File: src/rtl/lsu_pkg.sv
// Shared types and constants for the load/store unit.
// Optional feature macro: LSU_MISALIGN_TRAP_EN (misaligned accesses fault).
package lsu_pkg;

    localparam int LSU_LANES  = 4;
    localparam int LSU_OFF_W  = 2;
    localparam int LSU_DATA_W = 32;

    localparam logic [2:0] F3_LB  = 3'b000;
    localparam logic [2:0] F3_LH  = 3'b001;
    localparam logic [2:0] F3_LW  = 3'b010;
    localparam logic [2:0] F3_LBU = 3'b100;
    localparam logic [2:0] F3_LHU = 3'b101;
    localparam logic [2:0] F3_SB  = 3'b000;
    localparam logic [2:0] F3_SH  = 3'b001;
    localparam logic [2:0] F3_SW  = 3'b010;

    localparam logic [1:0] SZ_BYTE = 2'b00;
    localparam logic [1:0] SZ_HALF = 2'b01;
    localparam logic [1:0] SZ_WORD = 2'b10;
    localparam logic [1:0] SZ_BAD  = 2'b11;

    typedef enum logic [2:0] {
        S_IDLE,
        S_STORE,
        S_LOAD_WAIT,
        S_LOAD_DONE,
        S_FAULT
    } lsu_state_t;

endpackage

File: src/rtl/lsu_load_align.sv
// Load data lane select with sign/zero extension.
// Optional feature macro: none (see load_store_unit).
module lsu_load_align
    import lsu_pkg::*;
(
    input  logic [LSU_DATA_W-1:0] word_i,
    input  logic [LSU_OFF_W-1:0]  offset_i,
    input  logic [1:0]            size_i,
    input  logic                  unsigned_i,
    output logic [LSU_DATA_W-1:0] data_o
);

    logic [7:0]  byte_w;
    logic [15:0] half_w;

    // pick the addressed lane, then extend to 32 bits
    always_comb begin
        byte_w = word_i[8*offset_i +: 8];
        half_w = offset_i[1] ? word_i[31:16] : word_i[15:0];
        data_o = word_i;
        unique case (size_i)
            SZ_BYTE: data_o = {{24{~unsigned_i & byte_w[7]}}, byte_w};
            SZ_HALF: data_o = {{16{~unsigned_i & half_w[15]}}, half_w};
            default: data_o = word_i;
        endcase
    end

endmodule

File: src/rtl/load_store_unit.sv
// RV32I load/store initiator for a word-wide byte-enabled RAM port.
// Optional feature macro: LSU_MISALIGN_TRAP_EN (misaligned accesses fault).
module load_store_unit
    import lsu_pkg::*;
#(
    parameter int ADDR_WIDTH = 32,
    parameter int DATA_WIDTH = 32
) (
    input  logic                  i_clk,
    input  logic                  i_rst,
    input  logic                  i_clk_en,
    input  logic                  i_req_valid,
    output logic                  o_req_ready,
    input  logic                  i_req_is_store,
    input  logic [2:0]            i_req_funct3,
    input  logic [ADDR_WIDTH-1:0] i_req_addr,
    input  logic [DATA_WIDTH-1:0] i_req_wdata,
    input  logic [4:0]            i_req_rd,
    output logic                  o_rsp_valid,
    output logic [DATA_WIDTH-1:0] o_rsp_data,
    output logic [4:0]            o_rsp_rd,
    output logic                  o_rsp_fault,
    output logic [ADDR_WIDTH-1:0] o_ram_read_addr,
    input  logic [DATA_WIDTH-1:0] i_ram_read_data,
    output logic                  o_ram_write_en,
    output logic [3:0]            o_ram_byte_en,
    output logic [ADDR_WIDTH-1:0] o_ram_write_addr,
    output logic [DATA_WIDTH-1:0] o_ram_write_data
);

    lsu_state_t state_q, state_d;

    logic [1:0]            size_q;
    logic                  unsigned_q;
    logic [LSU_OFF_W-1:0]  offset_q;
    logic [4:0]            rd_q;
    logic [3:0]            be_q;
    logic [DATA_WIDTH-1:0] wdata_q;
    logic [ADDR_WIDTH-1:0] waddr_q;
    logic [ADDR_WIDTH-1:0] raddr_q;

    logic [1:0]            size;
    logic [LSU_OFF_W-1:0]  offset;
    logic                  misaligned;
    logic                  req_fault;
    logic                  accept;
    logic [ADDR_WIDTH-1:0] word_idx;
    logic [3:0]            be_d;
    logic [DATA_WIDTH-1:0] wdata_d;
    logic [DATA_WIDTH-1:0] load_data;

    assign accept   = i_clk_en && i_req_valid && (state_q == S_IDLE);
    assign word_idx = {2'b00, i_req_addr[ADDR_WIDTH-1:2]};

    // decode width, effective lane offset, fault and store lanes
    always_comb begin
        size       = i_req_funct3[1:0];
        offset     = '0;
        be_d       = 4'b1111;
        wdata_d    = i_req_wdata;
        misaligned = 1'b0;
        unique case (size)
            SZ_BYTE: begin
                offset  = i_req_addr[1:0];
                be_d    = 4'b0001 << offset;
                wdata_d = {4{i_req_wdata[7:0]}};
            end
            SZ_HALF: begin
                offset     = {i_req_addr[1], 1'b0};
                misaligned = i_req_addr[0];
                be_d       = 4'b0011 << offset;
                wdata_d    = {2{i_req_wdata[15:0]}};
            end
            default: begin
                misaligned = (i_req_addr[1:0] != 2'b00);
            end
        endcase
        req_fault = (size == SZ_BAD)
                  || (i_req_is_store && i_req_funct3[2]);
`ifdef LSU_MISALIGN_TRAP_EN
        req_fault = req_fault || misaligned;
`endif
    end

    // next-state sequencing
    always_comb begin
        state_d = state_q;
        unique case (state_q)
            S_IDLE: begin
                if (i_req_valid) begin
                    if (req_fault)          state_d = S_FAULT;
                    else if (i_req_is_store) state_d = S_STORE;
                    else                    state_d = S_LOAD_WAIT;
                end
            end
            S_LOAD_WAIT: state_d = S_LOAD_DONE;
            default:     state_d = S_IDLE;
        endcase
    end

    // state register
    always_ff @(posedge i_clk or posedge i_rst) begin
        if (i_rst)         state_q <= S_IDLE;
        else if (i_clk_en) state_q <= state_d;
    end

    // capture the request; read index only moves on a good load
    always_ff @(posedge i_clk or posedge i_rst) begin
        if (i_rst) begin
            size_q     <= '0;
            unsigned_q <= 1'b0;
            offset_q   <= '0;
            rd_q       <= '0;
            be_q       <= '0;
            wdata_q    <= '0;
            waddr_q    <= '0;
            raddr_q    <= '0;
        end else if (accept) begin
            size_q     <= size;
            unsigned_q <= i_req_funct3[2];
            offset_q   <= offset;
            rd_q       <= i_req_rd;
            be_q       <= be_d;
            wdata_q    <= wdata_d;
            waddr_q    <= word_idx;
            if (!req_fault && !i_req_is_store) raddr_q <= word_idx;
        end
    end

    lsu_load_align u_align (
        .word_i     (i_ram_read_data),
        .offset_i   (offset_q),
        .size_i     (size_q),
        .unsigned_i (unsigned_q),
        .data_o     (load_data)
    );

    // outputs purely from state and captured registers
    always_comb begin
        o_req_ready      = (state_q == S_IDLE);
        o_rsp_valid      = (state_q == S_STORE) || (state_q == S_LOAD_DONE)
                        || (state_q == S_FAULT);
        o_rsp_fault      = (state_q == S_FAULT);
        o_rsp_rd         = o_rsp_valid ? rd_q : 5'd0;
        o_rsp_data       = (state_q == S_LOAD_DONE) ? load_data : '0;
        o_ram_read_addr  = raddr_q;
        o_ram_write_en   = (state_q == S_STORE);
        o_ram_byte_en    = o_ram_write_en ? be_q : 4'b0000;
        o_ram_write_addr = o_ram_write_en ? waddr_q : '0;
        o_ram_write_data = o_ram_write_en ? wdata_q : '0;
    end

endmodule

File: config.mk
export PLATFORM = sky130hd
export DESIGN_NAME = load_store_unit
export DESIGN_NICKNAME = d
export VERILOG_FILES = /design/src/rtl/lsu_pkg.sv /design/src/rtl/lsu_load_align.sv /design/src/rtl/load_store_unit.sv
export SDC_FILE = /design/constraint.sdc
export NUM_CORES = 1
export LEC_CHECK = 0
export BUFFER_PORTS_ARGS = -buffer_cell sky130_fd_sc_hd__buf_4
export CAP_MARGIN = 20
export CORE_UTILIZATION = 49
export DETAILED_ROUTE_END_ITERATION = 8
export HOLD_SLACK_MARGIN = 0.08
export MAX_ROUTING_LAYER = met4
export PLACE_DENSITY = 0.85
export SYNTH_ARGS = -nofsm -noshare
export SYNTH_HDL_FRONTEND = slang
export SYNTH_SLANG_ARGS = --single-unit
File: constraint.sdc
create_clock -name i_clk -period 6.2 [get_ports i_clk]
set_input_delay 0.31 -clock i_clk [delete_from_list [all_inputs] [get_ports i_clk]]
set_output_delay 0.31 -clock i_clk [all_outputs]
set_load 0.01 [all_outputs]
==> results of run 1 <==
[power by group]
part	leakage, nW	total [mW]	internal (mW)	switching [mW]
Clock	0.136	0.528	0.281	0.247
Combinational	2.52	1.40	0.748	0.648
Sequential	1.32	1.31	1.06	0.252
Total	3.97	3.23	2.09	1.15
[Yosys cell counts, types with 2 or more instances]
| cell | instances | share of area, % |
|---|---|---|
| a211oi_1 | 2 | 0.26 |
| a21oi_1 | 11 | 0.96 |
| a221oi_2 | 7 | 1.8 |
| a222oi_1 | 7 | 1.2 |
| and2_1 | 66 | 7.2 |
| buf_2 | 18 | 1.6 |
| buf_4 | 6 | 0.79 |
| buf_6 | 2 | 0.39 |
| clkbuf_1 | 13 | 0.85 |
| clkbuf_2 | 3 | 0.26 |
| dfrtp_1 | 109 | 48 |
| inv_1 | 14 | 0.92 |
| mux2_1 | 5 | 0.98 |
| mux2_2 | 79 | 16 |
| mux2i_1 | 26 | 4.6 |
| nand2_1 | 77 | 5.1 |
| nor2_1 | 19 | 1.2 |
| nor2_2 | 3 | 0.33 |
| nor2b_1 | 6 | 0.66 |
| nor3_1 | 6 | 0.53 |
| o21ai_0 | 35 | 3.1 |
| o22ai_1 | 2 | 0.22 |
| o31ai_1 | 2 | 0.26 |
[state kept, by name (all words and copies together) (netlist names)]
| name | flops |
|---|---|
| be_q | 4 |
| o_ram_read_addr | 30 |
| offset_q | 2 |
| rd_q | 5 |
| size_q | 2 |
| state_q | 3 |
| unsigned_q | 1 |
| waddr_q | 30 |
| wdata_q | 32 |
[worst paths after layout]
kind	cells after the start	start	end
max	5	size_q[1]	o_rsp_data[14]
min	2	i_clk_en	state_q[0]
max reg2reg	4	state_q[2]	o_ram_read_addr[29]
min reg2reg	2	wdata_q[25]	wdata_q[25]
max in group asynchronous	4	i_rst	o_ram_read_addr[3]
min in group asynchronous	3	i_rst	waddr_q[13]
[routing by layer]
layer | vias up | wire length [µm] | part of all wire [%]
met5 | - | 0 | 0
met4 | 0 | 512 | 3.2
met3 | 38 | 1270 | 7.8
met2 | 213 | 8480 | 52
met1 | 2362 | 5940 | 37
li1 | 2266 | - | -
[critical path, delay by kind of cell (launching register included)]
kind | cells | cell delay (ns)
simple gates | 1 | 0.53
buf+inv | 1 | 0.19
flops | 1 | 0.71
compound gates | 3 | 0.77
[stage by stage]
stage	hold slack (ns)	setup WS, ns
after detailed placement	0.411	3.63
after CTS	0.169	3.36
after floorplan	0.403	3.02
after global routing	0.170	3.21
final	0.186	3.35
after global placement	0.401	3.68
[timing repair]
item / 4_1_cts / 5_1_grt
hold buffers: 1 / 0
buffers inserted: 0 / 0
hold endpoints to repair: 44 / 0
[layout make-up]
type	count	area, µm²
fillers	844	3570
repair buffers	250	1880
clock buffers	11	243
clock inverters	4	23.8
well taps	143	179
inverters	14	55.1
multi-input cells	375	2740
flip-flops and latches	109	2730
[logic make-up (layout without fill, tap and decap cells)]
group	Yosys count	after routing	synth area share [%]
AND/OR/NAND/NOR	186	186	16.6
buffers and inverters	57	279	4.86
multiplexers	111	111	21.3
AO/OA/AOI/OAI	74	74	9.41
other	1	4	0.0656
flip-flops	109	109	47.7
==> flow_metrics.py, run 1 <==
metrics = {
    "run_status": {
        "outcome": "finished clean",
    },
    "power": {
        "cellLeakagePower_nw": 3.97,
        "ir_worst_vdd_v": 0.000275,
        "p_total_mw": 3.23,
        "power_density_nw_per_um2": 412,
    },
    "critical_path": {
        "crit_slowest_cell": "dfrtp_1",
        "path_max_fanout": 25,
        "critPathArrivalTime_ns": 2.54,
        "endpoint_kind": "primary output",
        "slowest_delay_ns": 0.71,
        "cp_cell_sequence": "or3_4 -> o22ai_4 -> a21oi_4 -> a221oi_2 -> buf_4",
        "required_ns": 5.89,
        "worst_setup_path_start_kind": "flip-flop",
        "critical_path_class": "reg2out",
        "r2r_setup_slack_ns": 3.75,
    },
    "placed_design": {
        "placed_cells": 890,
        "hpwl_um": 12200,
        "post_dp_cell_area_um2": 7570,
        "place.gp.congestion": 0.812,
        "port_buffers": 245,
    },
    "floorplanning": {
        "die-area_um2": 12100,
        "die_x_um": 110,
        "num_io_pins": 250,
        "die_h_um": 110,
        "initial_utilization_pct": 50.1,
        "num_rows": 39,
        "core-area_um2": 11400,
    },
    "flow_run": {
        "maxCapViolCount": 0,
    },
    "grt": {
        "grt_usage_pct": 27.5,
        "grtUsageMet1_pct": 27.7,
        "grt_max_degree": 76,
        "grt_use_met3_pct": 6.94,
        "grt.busiest_layer": "met2",
        "grt_pass1_wl_um": 24100,
        "grt_remaining_overflow": 0,
        "antenna_found_initial": 0,
        "grt_use_met2_pct": 50.5,
        "grt_pass1_vias": 4902,
    },
    "sta": {
        "finalClockSkew_ns": 0.00685,
        "hold_violations": 0,
        "setup_viol_count_final": 0,
        "report.final.slew_viol_count": 0,
        "fin_tns_setup_ns": 0,
        "fin_crit_ns": 2.85,
        "worst_pin_slew_ns": 0.916,
        "period_share_pct": 46.0,
        "clock.fmax_mhz": 351,
        "max_slew_margin_pct": 38.8,
        "grt_setup_unrepaired": "false",
    },
    "synthesis": {
        "yosys_warnings": 0,
        "postSynthAreaPerCell_um2": 10.6,
        "yosysUniqueCellTypes": 43,
        "seq_area_frac_synth_pct": 47.7,
        "synth_flop_cell": "dfrtp_1",
        "syn_inst": 538,
        "synth_edf_count": 0,
        "syn_area_um2": 5720,
        "yosys_register_bits": 109,
        "async_flop_share_pct": 100,
    },
    "cells_and_area": {
        "drive_gt1_share_pct": 47.4,
        "final_common_cell": "buf_4",
        "final_cell_mix": "249 x buf_4, 109 x dfrtp_1, 79 x mux2_2",
        "stdcell_area_um2": 7850,
        "nets": 868,
        "area_growth_pct": 37.2,
        "utilization_pct": 68.7,
        "n_antenna_cell": 0,
        "final_cells": 906,
    },
    "routing": {
        "num_vias": 4879,
        "dr.pass1.iters": 6,
        "drt-total-wl_um": 16200,
        "drtIter0Drc": 323,
        "post-route-drc-count": 0,
        "routed_via_density": 5.39,
        "final_antenna_net_count": 0,
        "post_drt_wl_per_cell_um": 17.9,
    },
    "cts": {
        "clock_tree.buffer_depth": 2,
        "h-tree-depth": 3,
        "cts_root_buffer": "clkbuf_16",
        "cts_sinks": 109,
        "cts_resized": 0,
        "clock_latency_ns": 0.34,
        "cts_tree": "done",
        "cts-buffers-inserted": 9,
        "clkSlewWorstSetupHoldPaths_ns": 0.07,
    },
    "min_path": {
        "hold_path_class": "in2reg",
    },
}
No activity file was read; power rests on OpenSTA's default activity.
==> run 2, diff against run 1 <==
Settings changed: CORE_UTILIZATION 49 to 43, PLACE_DENSITY 0.85 to 0.8.
Clock period 6.2 ns to 2.5 ns, I/O delays scaled along.
==> flow_metrics.py, run 2 (same netlist as run 1, synthesis figures left out) <==
metrics = {
    "run_status": {
        "outcome": "finished clean",
    },
    "sta": {
        "timing.final.ws_setup_ns": 0.122,
        "setup_viol_count_final": 0,
        "hold_violations": 0,
        "period_share_pct": 95.1,
        "max_slew_margin_pct": 57.4,
        "finalClockSkew_ns": 0.00871,
        "grt_setup_unrepaired": "false",
        "worst_pin_slew_ns": 0.639,
        "clock.fmax_mhz": 421,
        "fin_crit_ns": 2.38,
        "report.final.slew_viol_count": 0,
        "fin_tns_setup_ns": 0,
    },
    "flow_run": {
        "maxCapViolCount": 0,
    },
    "routing": {
        "drtIter0Drc": 279,
        "final_antenna_net_count": 0,
        "dr.pass1.iters": 7,
        "post-route-drc-count": 0,
        "drt-total-wl_um": 18400,
        "num_vias": 5138,
        "routed_via_density": 5.20,
        "post_drt_wl_per_cell_um": 18.6,
    },
    "cts": {
        "clkSlewWorstSetupHoldPaths_ns": 0.07,
        "cts_resized": 0,
        "h-tree-depth": 3,
        "cts_tree": "done",
        "ctsHoldBuffers": 50,
        "clock_tree.buffer_depth": 2,
        "cts_root_buffer": "clkbuf_16",
        "post-cts-setup-buffers": 0,
        "clock_latency_ns": 0.34,
        "cts-buffers-inserted": 9,
        "cts_sinks": 109,
    },
    "placed_design": {
        "port_buffers": 245,
        "placed_cells": 923,
        "pre_cts_ws_ns": 0.501,
        "place.gp.congestion": 0.983,
        "post_dp_cell_area_um2": 7660,
        "hpwl_um": 12700,
    },
    "critical_path": {
        "r2r_setup_slack_ns": 0.79,
        "r2r_start": "state_q[0]",
        "r2r-end": "waddr_q[22]",
        "endpoint_kind": "primary output",
        "required_ns": 2.38,
        "worst_setup_path_start_kind": "flip-flop",
        "critPathArrivalTime_ns": 2.25,
        "critical_path_class": "reg2out",
        "rr_worst_depth": 4,
        "path_max_fanout": 12,
    },
    "grt": {
        "grt_pass1_wl_um": 29700,
        "antenna_found_initial": 0,
        "grt_usage_pct": 28.0,
        "grt_remaining_overflow": 0,
        "grt_max_degree": 85,
        "grt_pass1_vias": 5600,
    },
    "floorplanning": {
        "die_x_um": 117,
        "die-area_um2": 13800,
        "num_rows": 41,
        "initial_utilization_pct": 44.8,
        "core-area_um2": 12800,
        "die_h_um": 117,
        "num_io_pins": 250,
    },
    "cells_and_area": {
        "largest-register": "wdata_q",
        "final_common_cell": "buf_4",
        "final_cell_mix": "251 x buf_4, 109 x dfrtp_1, 79 x mux2_2",
        "n_antenna_cell": 0,
        "stdcell_area_um2": 8430,
        "largest_reg_flops": 32,
        "nets": 921,
        "n_fill_cell": 933,
        "area_growth_pct": 47.5,
        "drive_gt1_share_pct": 45.0,
        "final_cells": 988,
    },
    "min_path": {
        "holdPathStages": 3,
        "hold_start": "i_req_wdata[22]",
        "hold_path_class": "in2reg",
        "hold_end": "wdata_q[22]",
    },
    "power": {
        "cellLeakagePower_nw": 4.20,
        "p_total_mw": 8.22,
        "ir_worst_vdd_v": 0.000615,
        "power_density_nw_per_um2": 975,
    },
}
run 2: cell types whose count changed in the layout (fill, tap and decap cells not counted):
cell / change
buf_12: +2
buf_4: +2
clkbuf_1: -1
clkbuf_8: -1
clkinv_2: -2
clkinv_4: +2
clkinvlp_4: +2
dlygate4sd3_1: +49
inv_4: -1
inv_6: +1
run 2: metrics by stage:
stage          hold WS, ns  utilization [%]
3_3_place_gp         0.206             60.0
2_1_floorplan        0.218                -
3_5_place_dp         0.222             60.0
5_1_grt             0.0933             66.0
4_1_cts             0.0823             66.0
6_report            0.0930             66.0
run 2: layout make-up:
class / count / area, µm² / share of cell area [%]
clock inverters: 6 / 47.5 / 0.564
repair buffers: 303 / 2420 / 28.7
clock buffers: 9 / 225 / 2.67
inverters: 14 / 56.3 / 0.668
well taps: 172 / 215 / 2.55
flip-flops and latches: 109 / 2730 / 32.3
multi-input cells: 375 / 2740 / 32.5
run 2: worst max-delay path, cell delays in order (launching register included):
cell and delay (ns):
dfrtp_1 0.52, or3_4 0.46, o22ai_4 0.25, a21oi_4 0.16, a221oi_2 0.34, buf_4 0.19
run 2: layer usage:
layer  GRT usage, %  share of wire [%]
met1           31.0                 38
met2           49.0                 51
met3           6.32                8.1
met4           10.7                2.8
met5              -                  0
run 2: worst max path at each step:
stage	to	slack, ns	from	cells after the start
2_1_floorplan	o_rsp_data[10]	0.91	size_q[1]	4
3_3_place_gp	o_rsp_data[14]	0.53	size_q[0]	5
3_5_place_dp	o_rsp_data[14]	0.50	size_q[0]	5
4_1_cts	o_rsp_data[14]	0.13	size_q[0]	5
5_1_grt	o_rsp_data[14]	0.02	size_q[0]	5
6_report	o_rsp_data[14]	0.12	size_q[0]	5
run 2: report_power, final:
part	leakage [nW]	total, mW	switching, mW	internal, mW
Combinational	2.75	3.71	1.76	1.95
Sequential	1.32	3.18	0.549	2.63
Clock	0.132	1.34	0.661	0.680
Total	4.20	8.22	2.97	5.25
==> run 3, diff against run 2 <==
Settings changed: CORE_MARGIN set to 10.
==> flow_metrics.py, run 3 (same netlist as run 1, synthesis figures left out) <==
metrics = {
    "run_status": {
        "outcome": "finished clean",
    },
    "floorplanning": {
        "die_x_um": 135,
        "num_io_pins": 250,
        "core-area_um2": 13100,
        "die-area_um2": 18300,
        "die_h_um": 135,
        "num_rows": 42,
        "initial_utilization_pct": 43.5,
    },
    "routing": {
        "drt-total-wl_um": 20300,
        "post-route-drc-count": 0,
        "num_vias": 5185,
        "routed_via_density": 5.19,
        "final_antenna_net_count": 0,
        "dr.pass1.iters": 7,
        "drtIter0Drc": 207,
        "post_drt_wl_per_cell_um": 20.3,
    },
    "power": {
        "ir_worst_vdd_v": 0.000637,
        "power_density_nw_per_um2": 998,
        "cellLeakagePower_nw": 4.27,
        "p_total_mw": 8.56,
    },
    "grt": {
        "antenna_found_initial": 1,
        "grt_usage_pct": 22.4,
        "grt_max_degree": 110,
        "grt_remaining_overflow": 0,
        "grt_pass1_wl_um": 31500,
        "grt_pass1_vias": 5725,
    },
    "critical_path": {
        "crit_end": "o_rsp_data[14]",
        "endpoint_kind": "primary output",
        "r2r_start": "state_q[0]",
        "required_ns": 2.38,
        "path_max_fanout": 12,
        "rr_worst_depth": 4,
        "worst_setup_path_start_kind": "flip-flop",
        "crit_start": "size_q[0]",
        "r2r-end": "waddr_q[15]",
        "critPathArrivalTime_ns": 2.17,
        "critical_path_class": "reg2out",
        "r2r_setup_slack_ns": 0.55,
    },
    "placed_design": {
        "post_dp_cell_area_um2": 7700,
        "pre_cts_ws_ns": 0.575,
        "placed_cells": 928,
        "port_buffers": 245,
        "place.gp.congestion": 0.909,
        "hpwl_um": 14800,
    },
    "sta": {
        "fin_tns_setup_ns": 0,
        "clock.fmax_mhz": 436,
        "max_slew_margin_pct": 55.3,
        "fin_crit_ns": 2.30,
        "grt_setup_unrepaired": "false",
        "report.final.slew_viol_count": 0,
        "period_share_pct": 91.8,
        "setup_viol_count_final": 0,
        "worst_pin_slew_ns": 0.670,
        "timing.final.ws_setup_ns": 0.204,
        "finalClockSkew_ns": 0.0134,
        "hold_violations": 0,
    },
    "cts": {
        "cts_root_buffer": "clkbuf_16",
        "clkSlewWorstSetupHoldPaths_ns": 0.07,
        "cts_tree": "done",
        "clock_latency_ns": 0.35,
        "cts_sinks": 109,
        "h-tree-depth": 3,
        "post-cts-setup-buffers": 0,
        "clock_tree.buffer_depth": 2,
        "cts-buffers-inserted": 9,
    },
    "cells_and_area": {
        "nets": 927,
        "final_cell_mix": "250 x buf_4, 109 x dfrtp_1, 79 x mux2_2",
        "area_growth_pct": 50.1,
        "multi_input_area_um2": 2740,
        "final_cells": 1000,
        "drive_gt1_share_pct": 44.8,
        "regArea_um2": 2730,
        "largest_reg_flops": 32,
        "final_common_cell": "buf_4",
        "n_fill_cell": 1015,
        "stdcell_area_um2": 8580,
        "largest-register": "wdata_q",
    },
    "min_path": {
        "hold_path_class": "in2reg",
        "hold_start": "i_req_wdata[5]",
    },
    "flow_run": {
        "maxCapViolCount": 0,
    },
}
run 3: worst min path at each step:
stage / cells past startpoint / endpoint
floorplan: 1 / state_q[0]
global placement: 3 / o_ram_read_addr[11]
detailed placement: 3 / o_ram_read_addr[14]
CTS: 3 / offset_q[0]
global route: 3 / offset_q[0]
finish: 2 / wdata_q[5]
run 3: layout make-up:
type | count | share of cell area, %
antenna | 1 | 0.0292
clock buffer | 10 | 2.78
clock inverter | 6 | 1.09
inverter | 14 | 0.656
multi-input combinational | 375 | 31.9
sequential | 109 | 31.8
tap | 176 | 2.57
timing repair buffer | 309 | 29.2
run 3: through the flow:
step	util, %	hold slack (ns)
after floorplan	-	0.218
after global placement	58.6	0.339
after detailed placement	58.6	0.350
after CTS	65.3	0.0826
after global routing	65.3	0.0861
final	65.3	0.0890
run 3: critical path: stages, from the launching register on:
cell,delay (ns)
dfrtp_1,0.50
or3_4,0.44
o22ai_4,0.24
a21oi_4,0.15
a221oi_2,0.31
buf_4,0.18
run 3: power breakdown:
part / total (mW) / internal, mW / switching (mW)
combinational: 3.80 / 1.98 / 1.83
clock: 1.58 / 0.917 / 0.668
sequential: 3.17 / 2.63 / 0.548
run 3: repair_timing:
action                                 CTS  global route
hold buffers                            55             0
endpoints found under the hold margin  195             0
gates resized for setup                  0             0
run 3: metal layers:
| layer | track usage (%) | up-vias | share of wire (%) |
|---|---|---|---|
| met5 | - | - | 0 |
| met4 | 7.54 | 0 | 2.5 |
| met3 | 9.09 | 38 | 11 |
| met2 | 37.5 | 248 | 50 |
| met1 | 23.4 | 2505 | 37 |
| li1 | - | 2394 | - |
